`config.mk`:
```
export PLATFORM = sky130hd
export DESIGN_NAME = sap1_mem_arbiter
export DESIGN_NICKNAME = d
export VERILOG_FILES = /design/src/rtl/sap1_mem_arbiter.sv
export SDC_FILE = /design/constraint.sdc
export NUM_CORES = 1
export LEC_CHECK = 0
export ABC_AREA = 1
export BUFFER_PORTS_ARGS = -buffer_cell sky130_fd_sc_hd__buf_2
export CORE_MARGIN = 2
export CORE_UTILIZATION = 42
export DETAILED_ROUTE_END_ITERATION = 6
export MAX_ROUTING_LAYER = met4
export PLACE_DENSITY = 0.75
export SLEW_MARGIN = 10
export SYNTH_ARGS = -nofsm -noshare
export SYNTH_HDL_FRONTEND = slang
export SYNTH_SLANG_ARGS = --single-unit
```
`constraint.sdc`:
```
create_clock -name clk -period 1.1 [get_ports clk]
set_input_delay 0.055 -clock clk [delete_from_list [all_inputs] [get_ports clk]]
set_output_delay 0.055 -clock clk [all_outputs]
set_load 0.02 [all_outputs]
```
`src/rtl/sap1_mem_arbiter.sv`:
```
// Purpose: shares the SAP-1 single-port 16x8 memory between CPU reads and loader writes.
// Latency: CPU read req->rvalid 3 cycles (4-cycle slot); loader valid->ready 1 cycle (3-cycle slot).
// Backpressure: requests wait in IDLE until granted. Round-robin on ties, or strict loader priority with SAP1_ARB_LD_PRIORITY_EN.
module sap1_mem_arbiter #(
  parameter int ADDR_W = 4,
  parameter int DATA_W = 8
) (
  input  logic              clk,
  input  logic              rst_n,
  // CPU read port
  input  logic              cpu_req,
  input  logic [ADDR_W-1:0] cpu_addr,
  output logic              cpu_rvalid,
  output logic [DATA_W-1:0] cpu_rdata,
  output logic              cpu_hold,
  // loader write port
  input  logic              ld_valid,
  input  logic [ADDR_W-1:0] ld_addr,
  input  logic [DATA_W-1:0] ld_data,
  output logic              ld_ready,
  output logic [ADDR_W:0]   ld_count,
  // memory array port
  output logic              mem_re,
  output logic              mem_we,
  output logic [ADDR_W-1:0] mem_addr,
  output logic [DATA_W-1:0] mem_wdata,
  input  logic [DATA_W-1:0] mem_rdata
);

  localparam int unsigned DEPTH = 1 << ADDR_W;
  localparam logic [ADDR_W:0] LD_MAX = DEPTH[ADDR_W:0];

  typedef enum logic [2:0] {
    S_IDLE,
    S_CPU_RD,
    S_CPU_CAP,
    S_CPU_DONE,
    S_LD_WR,
    S_LD_ACK
  } state_t;

  typedef enum logic {
    GNT_CPU = 1'b0,
    GNT_LD  = 1'b1
  } gnt_t;

  state_t state;
  gnt_t   last_gnt;
  logic   ld_hold;
  logic   gnt_cpu;
  logic   gnt_ld;

  // Grant decision, only acted on while the FSM sits in IDLE.
  always_comb begin
    gnt_cpu = 1'b0;
    gnt_ld  = 1'b0;
`ifdef SAP1_ARB_LD_PRIORITY_EN
    // Download mode: the loader always wins; the CPU is expected to be held.
    if (ld_valid) begin
      gnt_ld = 1'b1;
    end else if (cpu_req) begin
      gnt_cpu = 1'b1;
    end
`else
    // Round-robin: on a tie the side that was not served last wins.
    if (cpu_req && ld_valid) begin
      if (last_gnt == GNT_LD) begin
        gnt_cpu = 1'b1;
      end else begin
        gnt_ld = 1'b1;
      end
    end else if (cpu_req) begin
      gnt_cpu = 1'b1;
    end else if (ld_valid) begin
      gnt_ld = 1'b1;
    end
`endif
  end

  // Arbiter FSM; all strobes are registered so the memory sees clean pulses.
  always_ff @(posedge clk) begin
    if (!rst_n) begin
      state      <= S_IDLE;
      last_gnt   <= GNT_LD;
      cpu_rvalid <= 1'b0;
      cpu_rdata  <= '0;
      ld_ready   <= 1'b0;
      ld_count   <= '0;
      ld_hold    <= 1'b0;
      mem_re     <= 1'b0;
      mem_we     <= 1'b0;
      mem_addr   <= '0;
      mem_wdata  <= '0;
    end else begin
      // single-cycle strobes fall back to zero unless a transition raises them
      cpu_rvalid <= 1'b0;
      ld_ready   <= 1'b0;
      mem_re     <= 1'b0;
      mem_we     <= 1'b0;
      case (state)
        S_IDLE: begin
          if (gnt_cpu) begin
            // address captured at grant; later cpu_addr changes are ignored
            state    <= S_CPU_RD;
            last_gnt <= GNT_CPU;
            mem_addr <= cpu_addr;
            mem_re   <= 1'b1;
          end else if (gnt_ld) begin
            // the write is performed and acknowledged in the same cycle
            state     <= S_LD_WR;
            last_gnt  <= GNT_LD;
            mem_addr  <= ld_addr;
            mem_wdata <= ld_data;
            mem_we    <= 1'b1;
            ld_ready  <= 1'b1;
            ld_hold   <= 1'b1;
            if (ld_count != LD_MAX) begin
              ld_count <= ld_count + (ADDR_W + 1)'(1);
            end
          end
        end
        S_CPU_RD: begin
          // memory returns data one cycle after mem_re
          state <= S_CPU_CAP;
        end
        S_CPU_CAP: begin
          cpu_rdata  <= mem_rdata;
          cpu_rvalid <= 1'b1;
          state      <= S_CPU_DONE;
        end
        S_CPU_DONE: begin
          // swallow the cycle where cpu_req is still high after rvalid
          state <= S_IDLE;
        end
        S_LD_WR: begin
          state <= S_LD_ACK;
        end
        S_LD_ACK: begin
          // swallow the cycle where ld_valid is still high after ready
          ld_hold <= 1'b0;
          state   <= S_IDLE;
        end
        default: begin
          state   <= S_IDLE;
          ld_hold <= 1'b0;
        end
      endcase
    end
  end

  // Freeze the control unit while the loader owns or is about to win the memory.
  // Held low while reset is asserted so the block presents its idle state.
  always_comb begin
    cpu_hold = ld_hold | (rst_n & ld_valid & (state == S_IDLE));
  end

  // Read and write strobes are mutually exclusive by construction.
  always_ff @(posedge clk) begin
    if (rst_n) begin
      assert (!(mem_re && mem_we));
    end
  end

endmodule

```
## Word level (Yosys, flattened, before mapping)

Cells that the tools add are included.

| word-level totals | value |
|---|---|
| register bits after elaboration | 33 |
| bits in latches | 0 |
| memory bits (writable) | 0 |
| bits in read-only memories | 0 |
| output and inout port bits | 30 |
| logic and storage cells | 55 |
| memories | 0 |

| operators by class | value |
|---|---|
| $add $sub $neg | 1 |
| $mul | 0 |
| div/mod/pow operators | 0 |
| magnitude comparators | 0 |
| equality and inequality tests | 8 |
| shifts and indexed selects | 0 |
| mux-type cells | 19 |
| bitwise gates (word level) | 7 |
| reductions and logical operators | 10 |

Operator list:

| cell | number |
|---|---|
| 1-bit 2-to-1 mux | 13 |
| 3-bit one-hot mux with 4 select lines | 1 |
| 4-bit 2-to-1 mux | 2 |
| 3-bit by 2-bit equality test with 1-bit output (second input constant) | 2 |
| 3-bit 2-to-1 mux | 2 |
| 3-bit AND reduction | 2 |
| 5-bit by 1-bit adder with 5-bit output (second input constant) | 1 |
| 5-bit != test (second input constant) | 1 |
| 2-bit != test (second input constant) | 2 |
| 1-bit NOT | 4 |
| 2-bit AND reduction | 2 |
| 4-bit AND reduction | 1 |
| 4-bit OR reduction | 1 |
| 3-bit by 1-bit equality test with 1-bit output (second input constant) | 1 |
| 3-bit equality test (second input constant) | 1 |
| 3-bit logical NOT | 1 |
| 3-bit != test (second input constant) | 1 |
| 3-bit OR reduction | 1 |
| 1-bit AND | 2 |
| 1-bit one-hot mux with 2 select lines | 1 |
| 2-bit nonzero test | 1 |
| 1-bit logical AND | 1 |
| 1-bit OR | 1 |

## Logic depth before layout (Yosys ltp)

| logic depth | value |
|---|---|
| depth in word-level cells | 6 |
| mapped depth | 7 |
| depth with buffers taken out | 7 |

## Worst setup path before layout

OpenSTA, ideal clock, no wires.

| path | value |
|---|---|
| path type | reg2reg |
| start point | register ld_count[0] |
| end point | register ld_count[3] |
| library setup time | 0.132 ns |
| data arrival time | 1.150 ns |
| required time | 0.968 ns |
| setup slack | -0.183 ns |
| stages on the path, launching flop included | 7 |
| buffers on the path | 0 |
| period minus slack after synthesis | 1.283 ns |
| cell sequence | dfxtp_1 -> inv_1 -> ha_1 -> nand4_1 -> nand2_1 -> nand2_1 -> a21oi_1 |

| between the ends | value |
|---|---|
| longest elaborated chain between the ends | 2 |

Ends and longest elaborated chain:

| what | line | source |
|---|---|---|
| start: declaration | 21 | `output logic [ADDR_W:0] ld_count,` |
| start signal: assignment | 118 | `ld_count <= ld_count + (ADDR_W + 1)'(1);` |
| parallel branches: the longest is 2 deep, another holds 5-bit by 1-bit adder with 5-bit output | -- |  |

Several ways; the timed one is not identified.
A chain may end at the register's enable or synchronous reset.

## Worst setup path in the final report

| path | value |
|---|---|
| start point | register state[1] |
| end point | register mem_wdata[6] |

| between the ends | value |
|---|---|
| longest elaborated chain between the ends | 2 |

Ends and longest elaborated chain:

| what | line | source |
|---|---|---|
| start: declaration | 47 | `state_t state;` |
| start signal: assignment | 83 | `state <= S_IDLE;` |
| start signal: assignment | 104 | `state <= S_CPU_RD;` |
| start signal: assignment | 110 | `state <= S_LD_WR;` |
| 3-bit logical NOT | 100 | `case (state)` |
| 3-bit AND reduction (no source line) | -- |  |
| end signal: assignment | 113 | `mem_wdata <= ld_data;` |
| end: declaration | 26 | `output logic [DATA_W-1:0] mem_wdata,` |

No other way between the ends.

==> summary.txt <==
Finish
  – Commonest non-fill, non-tap cells in the layout: buf_2 (55), nand2_1 (45), dfxtp_1 (28)
  – Area Growth Syn to Fin: 60.5%
  – Share of layout cells above drive strength 1: 41.6%
  – Commonest non-fill, non-tap cell in the layout: buf_2
  – Final net count: 308
  – Filler cell count: 244
  – Area of the multi-input gates: 707 um^2
  – N_diodes: 0
  – Reg area: 672 um^2
  – Non-Filler Cell Area, Final: 2200 um^2

Yosys
  – Sequential area share after synthesis: 48.2%
  – Seq cells post-synth: 33
  – Leading area contributor after synthesis: dfxtp_1
  – Largest cells by area after synthesis: dfxtp_1 (48%), nand2_1 (13%), nor2_1 (6.3%)
  – Synth Area per Inst: 7.53 um^2
  – Mapped cell area: 1370 um^2
  – Syn Inst Count: 182
  – Yosys cell types: 23
  – Yosys top cell area share: 48.2%
  – Synth warn: 0
  – Net count after synthesis: 212

Route
  – WL per Instance: 11.0 um
  – Drt drc: 0
  – DRT antenna net count: 0
  – Initial DRC count: 57
  – Final WL: 3560 um
  – Post-DR vias/cell: 4.56
  – Via count: 1473
  – Drt pass-1 iters: 4

Global routing
  – Vias in the first global route: 1349
  – Met3 Resource Use GR: 3.78%
  – Gr usage total: 20.3%
  – GR Util met1: 24.7%
  – First-pass GRT wire length: 5540 um
  – Largest net degree at the start of global routing: 17
  – Initial antenna violation count: 0
  – GRT met2 Usage: 32.5%
  – Busiest grt layer: met2
  – Gr ovfl total: 0

Power and ir drop
  – Max IR drop VDD: 1.25 mV
  – Power, Total: 4.03 mW
  – Switching pwr: 1.53 mW
  – Clock power frac: 17.4%
  – Logic pwr share: 44.4%
  – Design internal power: 2.51 mW
  – Pleak: 1.07 nW
  – Net Sw Frac: 37.9%
  – Power Density: 1830 nW/um^2
  – Flop pwr share: 38.2%

Floorplan
  – Row cnt: 20
  – Die area: 3740 um^2
  – Die W: 61.1 um
  – Core ar.: 3080 um^2
  – Die Y: 61.1 um
  – IO Count: 58
  – Initial core utilization: 44.5%

STA
  – Post-layout min period: 1.30 ns
  – Worst Max-Slew Pin Slew: 0.378 ns
  – Period utilization: 118%
  – Fmax: 770 MHz
  – Hold slack: 0.0344 ns
  – Rel. slew slack: 74.8%
  – Slew Viols, Final: 0
  – TNS Setup: -3.05 ns
  – RSZ-0062 raised after global routing: yes
  – Hold Vio Cnt, Final: 0
  – PnR worst setup slack: -0.199 ns
  – Worst Skew: 0.00854 ns
  – Final Setup Violations: 21

Placement
  – Placement Setup Slack: -0.0708 ns
  – I/O Buffers: 57
  – Gp weighted congestion: 0.907
  – DP HPWL: 2230 um
  – Post-DP Area: 1810 um^2

Worst setup path
  – Crit start category: flip-flop
  – CP max-delay cell: dfxtp_2
  – CP Cell Sequence: nor2_4, nand2_4, buf_6, nor2_4, buf_6, inv_4, nor2_4, nor2_2
  – Element type at the critical path end: flip-flop
  – Critical path fanouts, max: 5
  – CP dominant cell by count: nor2_4
  – Worst endpoint required time: 1.33 ns
  – Delay-heaviest family, CP: simple AND/OR/NAND/NOR gates
  – Reg2reg setup slack: -0.20 ns
  – Kind of critical path: flip-flop to flip-flop
  – Crit path arrival time: 1.53 ns
  – Buf+Inv Stages, Crit Path: 3
  – Worst stage delay on the critical path: 0.35 ns

CTS
  – TritonCTS Buffers: 5
  – H-Tree Level Count: 2
  – Sink Count: 33
  – Root Driver: clkbuf_4
  – Clk_lat worst skew: 0.33 ns
  – Worst-path clk slew: 0.10 ns
  – TritonCTS clock tree: built
  – Clock buffer depth: 2

Status
  – Failing checks: setup timing
  – Status: finished with violations

Worst hold path
  – Hold Crit Class: primary input to flip-flop

Run
  – Max cap viols: 0
[through the flow]
stage	instances	util, %
finish	323	71.5
global route	323	71.5
CTS	319	67.8
detailed placement	293	58.7
global placement	293	58.7
floorplan	182	-
[cell type report]
cell class / count / share of cell area (%)
Clock buffer: 8 / 2.67
Inverter: 17 / 3.13
Multi-Input combinational cell: 127 / 32.1
Sequential cell: 33 / 30.5
Tap cell: 44 / 2.50
Timing Repair Buffer: 94 / 29.0
[worst register-to-register path: stages, from the launching register on]
cell	delay (ns)
dfxtp_2	0.35
nor2_4	0.13
nand2_4	0.07
buf_6	0.13
nor2_4	0.19
buf_6	0.14
inv_4	0.05
nor2_4	0.10
nor2_2	0.04
[layer usage]
layer  routed length, um  share of wire [%]  up-vias
met4                  57                1.6        0
met3                 179                5.0        7
met5                   0                  0        -
met2                1770                 50       43
li1                    -                  -      780
met1                1550                 44      643
[flip-flops by register name (all words and copies together), names as in the netlist]
signal      flops
cpu_rdata       8
mem_re          1
state           3
mem_addr        4
mem_wdata       8
ld_count        5
cpu_rvalid      1
mem_we          1
last_gnt        1
ld_hold         1
[power groups by stage]
stage               Sequential (mW)  Clock [mW]  Combinational (mW)
global route                   1.57       0.783                1.94
finish                         1.54       0.700                1.79
CTS                            1.54       0.715                1.58
global placement               1.56           0                1.38
floorplan                      1.77           0               0.688
detailed placement             1.55           0                1.39
[what timing repair did]
item	CTS	global route
endpoints found under the hold margin	16	0
hold buffers	16	0
cloned	1	0
setup endpoints to repair	28	26
pin swaps	5	13
setup buffers	1	4
gates resized for setup	16	23
[Yosys cell counts, drive strengths merged]
master	number
o21bai	1
dfxtp	33
nand3	15
nor2	26
ha	2
clkinv	1
inv	16
clkbuf	2
nand2	49
o211ai	1
o21ai	11
xor2	1
a31oi	1
nor3	2
a21oi	15
nand4	2
buf	4
[path summary, 6_finish.rpt]
kind                                   start      endpoint  depth (start not counted)
worst max-delay path                state[1]  mem_wdata[6]                          8
worst min-delay path                 cpu_req        mem_re                          3
worst max register to register      state[1]  mem_wdata[6]                          8
worst min register to register  mem_wdata[0]  mem_wdata[0]                          2
[cell families (layout without fill, tap and decap cells)]
kind of cell,Yosys count,after routing,synth area share (%)
xor+xnor,1,1,0.639
fa+ha+maj,2,2,1.83
compound gates,29,30,12.1
buf+inv,23,119,7.31
simple gates,94,94,29.9
flops,33,33,48.2
Power figures use the tool's default switching activity.
